[config.mk]
export PLATFORM = sky130hd
export DESIGN_NAME = wb_stage
export DESIGN_NICKNAME = d
export VERILOG_FILES = /design/src/rtl/wb_stage_pkg.sv /design/src/rtl/wb_load_align.sv /design/src/rtl/wb_stage.sv
export SDC_FILE = /design/constraint.sdc
export NUM_CORES = 1
export LEC_CHECK = 0
export CELL_PAD_IN_SITES_DETAIL_PLACEMENT = 0
export CELL_PAD_IN_SITES_GLOBAL_PLACEMENT = 1
export CORE_MARGIN = 2
export CORE_UTILIZATION = 30
export CTS_CLUSTER_DIAMETER = 200
export DETAILED_ROUTE_END_ITERATION = 12
export GPL_ROUTABILITY_DRIVEN = 0
export PLACE_DENSITY_LB_ADDON = 0.1
export SLEW_MARGIN = 20
export SYNTH_ARGS = -nofsm -noshare
export SYNTH_HDL_FRONTEND = slang
export SYNTH_HIERARCHICAL = 1
export SYNTH_SLANG_ARGS = --single-unit
[constraint.sdc]
create_clock -name clk -period 4.3 [get_ports clk]
set_input_delay 0.86 -clock clk [delete_from_list [all_inputs] [get_ports clk]]
set_output_delay 0.86 -clock clk [all_outputs]
set_load 0.01 [all_outputs]
[src/rtl/wb_stage_pkg.sv]
// Shared constants for the write-back stage: load/mul opcode bit positions
// and the idle trace PC.
package wb_stage_pkg;
    localparam int LD_B  = 0;
    localparam int LD_H  = 1;
    localparam int LD_W  = 2;
    localparam int LD_BU = 3;
    localparam int LD_HU = 4;

    localparam int MUL_W   = 0;
    localparam int MULH_W  = 1;
    localparam int MULH_WU = 2;

    localparam logic [31:0] RESET_PC_DEF = 32'h1c000000;
endpackage

[src/rtl/wb_load_align.sv]
// Load alignment: picks the byte/halfword addressed by off and extends it.
module wb_load_align
    import wb_stage_pkg::*;
(
    input  logic [31:0] i_rd,
    input  logic [1:0]  i_off,
    input  logic [7:0]  i_load_op,
    output logic [31:0] o_data
);
    logic [7:0]  w_byte;
    logic [15:0] w_half;

    assign w_byte = i_rd[8*i_off +: 8];
    assign w_half = i_off[1] ? i_rd[31:16] : i_rd[15:0];

    always_comb begin
        o_data = i_rd;
        if (i_load_op[LD_B])
            o_data = {{24{w_byte[7]}}, w_byte};
        else if (i_load_op[LD_BU])
            o_data = {24'b0, w_byte};
        else if (i_load_op[LD_H])
            o_data = {{16{w_half[15]}}, w_half};
        else if (i_load_op[LD_HU])
            o_data = {16'b0, w_half};
    end
endmodule

[src/rtl/wb_stage.sv]
// Write-back stage: retires one instruction per cycle, capturing first-cycle
// SRAM/multiplier data so a trace back-pressure stall never loses it.
module wb_stage
    import wb_stage_pkg::*;
#(
    parameter logic [31:0] RESET_PC = RESET_PC_DEF
) (
    input  logic        clk,
    input  logic        resetn,
    input  logic        in_valid,
    output logic        in_ready,
    input  logic [31:0] result,
    input  logic [31:0] PC,
    input  logic [7:0]  load_op,
    input  logic [2:0]  mul_op,
    input  logic        res_from_mul,
    input  logic        res_from_div,
    input  logic        res_from_mem,
    input  logic        gr_we,
    input  logic [4:0]  dest,
    input  logic [31:0] data_sram_rdata,
    input  logic [63:0] mul_result,
    output logic        rf_we,
    output logic [4:0]  rf_waddr,
    output logic [31:0] rf_wdata,
    output logic        fwd_valid,
    output logic [4:0]  fwd_dest,
    output logic [31:0] fwd_data,
    output logic        debug_wb_valid,
    input  logic        debug_wb_ready,
    output logic [31:0] debug_wb_pc,
    output logic [3:0]  debug_wb_rf_we,
    output logic [4:0]  debug_wb_rf_wnum,
    output logic [31:0] debug_wb_rf_wdata,
    output logic [63:0] instret
);
    logic        r_held;
    logic [31:0] r_hold_rdata;
    logic [63:0] r_hold_mul;
    logic [63:0] r_instret;

    logic        w_retire;
    logic        w_wen;
    logic [31:0] w_rd;
    logic [63:0] w_mr;
    logic [31:0] w_ld_data;
    logic [31:0] w_mul_data;
    logic [31:0] w_wdata;

    assign w_retire = in_valid & debug_wb_ready;
    assign in_ready = ~in_valid | w_retire;

    // Capture only on an instruction's first cycle; later cycles see stale SRAM/mul data.
    always_ff @(posedge clk or negedge resetn) begin
        if (!resetn) begin
            r_held       <= 1'b0;
            r_hold_rdata <= 32'b0;
            r_hold_mul   <= 64'b0;
            r_instret    <= 64'b0;
        end else begin
            if (w_retire)
                r_held <= 1'b0;
            else if (in_valid)
                r_held <= 1'b1;
            if (in_valid && !r_held && !w_retire) begin
                r_hold_rdata <= data_sram_rdata;
                r_hold_mul   <= mul_result;
            end
            if (w_retire)
                r_instret <= r_instret + 64'd1;
        end
    end

    assign w_rd = r_held ? r_hold_rdata : data_sram_rdata;
    assign w_mr = r_held ? r_hold_mul   : mul_result;

    wb_load_align u_align (
        .i_rd      (w_rd),
        .i_off     (result[1:0]),
        .i_load_op (load_op),
        .o_data    (w_ld_data)
    );

    assign w_mul_data = (mul_op[MULH_W] | mul_op[MULH_WU]) ? w_mr[63:32] : w_mr[31:0];

    // Divider results arrive through result, so res_from_div needs no path of its own.
    always_comb begin
        w_wdata = result;
        if (res_from_mem)
            w_wdata = w_ld_data;
        else if (res_from_mul)
            w_wdata = w_mul_data;
    end

    assign w_wen = in_valid & gr_we & (dest != 5'd0);

    assign rf_we    = w_wen & w_retire;
    assign rf_waddr = dest;
    assign rf_wdata = w_wdata;

    assign fwd_valid = w_wen;
    assign fwd_dest  = dest;
    assign fwd_data  = w_wdata;

    assign debug_wb_valid    = in_valid;
    assign debug_wb_pc       = in_valid ? PC : RESET_PC;
    assign debug_wb_rf_we    = {4{w_wen}};
    assign debug_wb_rf_wnum  = dest;
    assign debug_wb_rf_wdata = w_wdata;

    assign instret = r_instret;

    logic w_unused;
    assign w_unused = res_from_div;
endmodule

==> results of run 1 <==
## report_power, final
part / total [µW] / internal, µW / switching [µW]
Clock: 1500 / 806 / 694
Sequential: 1900 / 1760 / 146
Combinational: 1770 / 1050 / 721
Total: 5170 / 3610 / 1560
## cell usage after synthesis, types with 7 or more instances
master    instances  share of area [%]
dfrtp_1         161                 39
inv_1             9               0.33
nand4_1          16               0.98
nor3_1           11               0.54
o22ai_1           7               0.43
buf_4            87                6.4
and3_1           16               0.98
and2_1           32                2.0
buf_2            17               0.83
nand3_1          65                3.2
mux2i_1          18                1.8
nor2_1           25               0.92
xnor2_1          36                3.1
mux2_2          195                 21
mux4_2           32                7.0
nor4_1            9               0.55
a311o_1           7               0.69
clkbuf_1         14               0.51
nand2_1          37                1.4
xor2_1           27                2.3
## worst max-delay path: stages
cell and delay [ns]:
clkdlybuf4s50_1 0.46, mux2_2 0.33, mux2_2 0.32, a22oi_4 0.25, o21ai_0 0.22, mux2_2 0.34, clkdlybuf4s50_1 0.49
## sequential cells by signal, summed over array words and instances (netlist names)
name	count
instret	64
r_held	1
r_hold_mul	64
r_hold_rdata	32
## cells by family (layout without fill, tap and decap cells)
group,count (synthesis),in the layout,share of synthesized area [%]
flip-flops,161,161,39.4
AND/OR/NAND/NOR,243,243,13.8
multiplexers,245,245,30.3
other,0,4,0
adder cells (fa/ha/maj),1,1,0.122
XOR/XNOR,63,63,5.40
buffers and inverters,138,455,8.97
AO/OA/AOI/OAI,22,22,1.98
## area by class of cell
type                    count  area share (%)
diodes                      4          0.0683
flip-flops and latches    161            27.5
clock inverters            14           0.897
clock buffers              18            2.93
inverters                   9           0.231
repair buffers            414            28.4
well taps                 448            3.83
multi-input cells         574            36.1
## path summary, 6_finish.rpt
kind / slack, ns / cells after the start / to / start
max in group asynchronous: 2.76 / 2 / r_hold_rdata[31]$_DFFE_PN0P_ / resetn
min in group clk: 0.49 / 1 / instret[63]$_DFFE_PN0P_ / instret[63]$_DFFE_PN0P_
min: 0.49 / 1 / r_hold_rdata[12]$_DFFE_PN0P_ / resetn
max reg2reg: 1.76 / 5 / instret[43]$_DFFE_PN0P_ / instret[10]$_DFFE_PN0P_
max: 0.15 / 7 / debug_wb_rf_wdata[15] / data_sram_rdata[23]
min reg2reg: 0.49 / 1 / instret[63]$_DFFE_PN0P_ / instret[63]$_DFFE_PN0P_
## metrics by stage
stage / hold WS (ns) / instance area, µm² / instances / total power (µW) / util [%]
floorplan: 0.475 / 10200 / 873 / 2950 / -
global placement: 0.478 / 14100 / 1606 / 3700 / 42.0
detailed placement: 0.480 / 14100 / 1606 / 3720 / 42.0
CTS: 0.493 / 14600 / 1638 / 5240 / 43.6
global route: 0.514 / 14600 / 1638 / 5450 / 43.7
finish: 0.486 / 14700 / 1642 / 5170 / 43.7
## routing by layer
metal	part of all wire, %	wire length (µm)	vias to the layer above
li1	-	-	3689
met1	44	14800	3909
met2	49	16700	204
met3	5.6	1880	25
met4	1.1	359	6
met5	0.12	41	-
## repair_timing
item,4_1_cts,5_1_grt
endpoints found under the hold margin,0,0
endpoints found under the setup margin,0,16
gates resized for setup,0,2
==> impl_metrics.csv, run 1 <==
group,metric,value,unit
yosys,syn-cell-area,10200,µm²
drt,drtPass1Iterations,4,
grt,use_met3,5.12,%
sta,fin_setup_tns,0,ns
final_layout,ff_latch_area,4030,µm²
sta,hold_viol,0,
grt,grt_pass1_vias,8196,
final_layout,finalNetCount,1362,
drt,vias,7833,
clocking,clkLatencyLatePin,0.44,ns
grt,top_usage_layer,"met2",
clocking,cts_tree,"built",
drt,finalWirelength,33700,µm
die,initial_core_util,30.5,%
clocking,cts_buffers,17,
yosys,ys_ff_latch,161,
grt,grt_max_degree,94,
yosys,synth.distinct_cells,47,
sta,clock_skew,0.0164,ns
critical_path,cp-end-kind,"output port",
final_layout,final.fill_count,3205,
drt,drc_errors,0,
critical_path,required,3.44,ns
clocking,holdBufCountCts,0,
die,die_x,189,µm
power_and_ir_drop,ir_worst_vdd,273,µV
critical_path,critPathKind,"in2out",
grt,met2_usage,32.0,%
critical_path,crit_arrival,3.29,ns
grt,grt_pass1_wl,51400,µm
drt,vias_per_cell,4.77,
sta,timing.final.crit_share,96.6,%
grt,grt_use_total,19.0,%
sta,slew_headroom,38.2,%
final_layout,syn_to_final_growth,43.3,%
final_layout,multi_input_area,5290,µm²
place,dp_hpwl,26000,µm
grt,grt-ovfl-total,0,
place,pre_cts_slack,0.105,ns
sta,report.final.slew_viol_count,0,
die,design.portCount,399,
yosys,synth_flop_cell,"dfrtp_1",
drt,wl_per_cell,20.5,µm
final_layout,drive_gt1_share,26.0,%
sta,worst_slack,0.147,ns
clocking,max-clock-path-buffers,2,
yosys,syn_area_per_cell,11.7,µm²
die,die-area,35600,µm²
clocking,clk_pin_slew,0.07,ns
power_and_ir_drop,leakage,0.00592,µW
grt,antenna_found_initial,9,
yosys,synthesis.nets,1058,
drt,drtAntennaViolNets,0,
critical_path,start_kind,"primary input",
place,io_buffers,392,
clocking,cts_sinks,161,
yosys,synth_seq_area_share,39.4,%
sta,rsz0062_at_grt,"false",
job,drv_cap,0,
die,die_h,189,µm
final_layout,final_cell_mix,"389 x clkdlybuf4s50_1, 195 x mux2_2, 160 x dfrtp_1",
yosys,netlist_instances,873,
final_layout,final_common_cell,"clkdlybuf4s50_1",
sta,max_freq,241,MHz
yosys,ys_warn_count,6,
run_status,status,"finished, final reports clean",
die,core,33500,µm²
drt,dr.first_iter.drc_count,360,
sta,final.min_clock_period,4.15,ns
die,rows,67,
clocking,cts.htree.levels,4,
critical_path,worst-path-max-fanout,8,
sta,setup_violations,0,
clocking,cts_root_buf,"clkbuf_16",
worst_hold_path,hold_class,"in2async",
grt,grt_util_met1,24.6,%
yosys,postSynth.asyncResetShare,100,%
clocking,cts_setup_buffers,0,
yosys,synth_edf_count,0,
sta,worstMarginPinSlew,0.927,ns
power_and_ir_drop,power.density,353,nW/µm²
Power figures use the tool's default switching activity.
==> inputs of run 2 (changes only) <==
CORE_ASPECT_RATIO = 1.1   (was unset)
==> impl_metrics.csv, run 2 (synthesized netlist as in run 1, its figures left out) <==
group,metric,value,unit
run_status,status,"finished, final reports clean",
critical_path,critPathKind,"in2out",
die,design.portCount,399,
power_and_ir_drop,switchingPower,1550,µW
final_layout,layout.cells.non_filler,1631,
worst_hold_path,hold_class,"reg2reg",
clocking,cts_sinks,161,
die,rows,70,
critical_path,rr_worst_depth,5,
sta,setup_violations,0,
grt,antenna_found_initial,10,
sta,worstMarginPinSlew,0.902,ns
clocking,holdBufCountCts,0,
power_and_ir_drop,p_int,3680,µW
drt,drc_errors,0,
final_layout,final_cell_mix,"389 x clkdlybuf4s50_1, 195 x mux2_2, 160 x dfrtp_1",
place,place_inst,1595,
critical_path,worst-path-max-fanout,8,
sta,slew_headroom,39.8,%
power_and_ir_drop,sequentialPowerShare,36.4,%
critical_path,required,3.44,ns
critical_path,crit_end,"rf_wdata[1]",
critical_path,start_kind,"primary input",
power_and_ir_drop,pwr-share-comb,33.5,%
power_and_ir_drop,ir_worst_vdd,278,µV
job,drv_cap,0,
final_layout,syn_to_final_growth,43.6,%
grt,grt_pass1_wl,49500,µm
sta,timing.final.crit_share,96.9,%
sta,clock_skew,0.0100,ns
clocking,cts_root_buf,"clkbuf_16",
clocking,cts_tree,"built",
die,die-area,35600,µm²
place,io_buffers,392,
die,die_x,180,µm
drt,finalWirelength,33000,µm
grt,grt_max_degree,94,
clocking,cts.htree.levels,4,
clocking,max-clock-path-buffers,2,
grt,grt_use_total,18.3,%
clocking,cts_buffers,17,
sta,max_freq,240,MHz
die,core,33400,µm²
sta,rsz0062_at_grt,"false",
power_and_ir_drop,clock_power_share,30.2,%
drt,vias_per_cell,4.77,
power_and_ir_drop,power.density,356,nW/µm²
drt,drtAntennaViolNets,0,
sta,hold_viol,0,
sta,report.final.slew_viol_count,0,
critical_path,crit_arrival,3.31,ns
die,initial_core_util,30.6,%
drt,drtPass1Iterations,4,
grt,grt_pass1_vias,8111,
critical_path,cp-end-kind,"output port",
final_layout,final_common_cell,"clkdlybuf4s50_1",
final_layout,finalNetCount,1367,
critical_path,startpoint,"result[0]",
power_and_ir_drop,leakage,0.00595,µW
place,dp_hpwl,25000,µm
worst_hold_path,min_path_cells,1,
drt,wl_per_cell,20.3,µm
final_layout,drive_gt1_share,26.4,%
clocking,clk_pin_slew,0.07,ns
critical_path,r2r_start,"instret[10]$_DFFE_PN0P_",
clocking,clkLatencyLatePin,0.44,ns
die,die_h,198,µm
grt,grt-ovfl-total,0,
power_and_ir_drop,p_sw_share,29.7,%
critical_path,rrSetupSlack,1.75,ns
critical_path,r2r-end,"instret[57]$_DFFE_PN0P_",
drt,vias,7781,
sta,fin_setup_tns,0,ns
drt,dr.first_iter.drc_count,281,
sta,final.min_clock_period,4.17,ns
[run 2: cell types whose count changed in the layout (fill, tap and decap cells not counted)]
cell        delta
clkinv_4       -1
buf_12         -2
clkbuf_1       -1
inv_8          +1
buf_6          -1
clkinv_2       -3
o21ai_1        +1
clkinvlp_4     +1
o21ai_0        -1
inv_6          +2
buf_4          +8
bufinv_16      +1
[run 2: stage by stage]
| step | util (%) | cell area (µm²) | worst slack, ns | total power, µW | hold slack, ns |
|---|---|---|---|---|---|
| final | 44.0 | 14700 | 0.135 | 5230 | 0.479 |
| after global routing | 44.0 | 14700 | 0.0338 | 5510 | 0.517 |
| after CTS | 44.0 | 14700 | 0.0239 | 5310 | 0.486 |
| after detailed placement | 42.2 | 14100 | 0.0963 | 3700 | 0.467 |
| after global placement | 42.2 | 14100 | 0.110 | 3680 | 0.463 |
| after floorplan | - | 10200 | 0.709 | 2950 | 0.475 |
[run 2: what timing repair did]
| action | CTS | global route |
|---|---|---|
| setup endpoints to repair | 0 | 21 |
| buffers inserted | 0 | 0 |
| resized for setup | 0 | 2 |
[run 2: worst min path at each step]
stage / start / end / slack, ns
floorplan: r_hold_rdata[4]$_DFFE_PN0P_ / r_hold_rdata[4]$_DFFE_PN0P_ / 0.47
global placement: instret[63]$_DFFE_PN0P_ / instret[63]$_DFFE_PN0P_ / 0.46
detailed placement: instret[63]$_DFFE_PN0P_ / instret[63]$_DFFE_PN0P_ / 0.47
CTS: instret[63]$_DFFE_PN0P_ / instret[63]$_DFFE_PN0P_ / 0.49
global route: r_hold_mul[30]$_DFFE_PN0P_ / r_hold_mul[30]$_DFFE_PN0P_ / 0.52
finish: instret[63]$_DFFE_PN0P_ / instret[63]$_DFFE_PN0P_ / 0.48
[run 2: power by group through the flow]
stage | logic [µW] | registers (µW) | clock network (µW)
after floorplan | 1050 | 1890 | 0
final | 1750 | 1900 | 1580
after global routing | 1880 | 1930 | 1700
after CTS | 1780 | 1900 | 1630
after detailed placement | 1770 | 1930 | 0
after global placement | 1760 | 1920 | 0
[run 2: metal layers]
metal | vias up | global-route usage [%] | share of wire, %
li1 | 3684 | - | -
met1 | 3849 | 21.7 | 41
met2 | 197 | 31.9 | 51
met3 | 39 | 5.70 | 5.7
met4 | 12 | 5.44 | 1.8
met5 | - | 0 | 0.25
[run 2: critical path, cell delays in order]
cell	delay [ns]
clkdlybuf4s50_1	0.71
buf_4	0.22
mux2i_1	0.23
o22ai_1	0.12
a311o_1	0.36
mux2_2	0.32
clkdlybuf4s50_1	0.49
[run 2: cell type report]
| type | count | area (µm²) |
|---|---|---|
| diodes | 4 | 10.0 |
| clock buffers | 17 | 425 |
| clock inverters | 15 | 174 |
| fillers | 3229 | 18700 |
| inverters | 9 | 33.8 |
| multi-input cells | 574 | 5290 |
| flip-flops and latches | 161 | 4030 |
| well taps | 432 | 541 |
| repair buffers | 419 | 4170 |
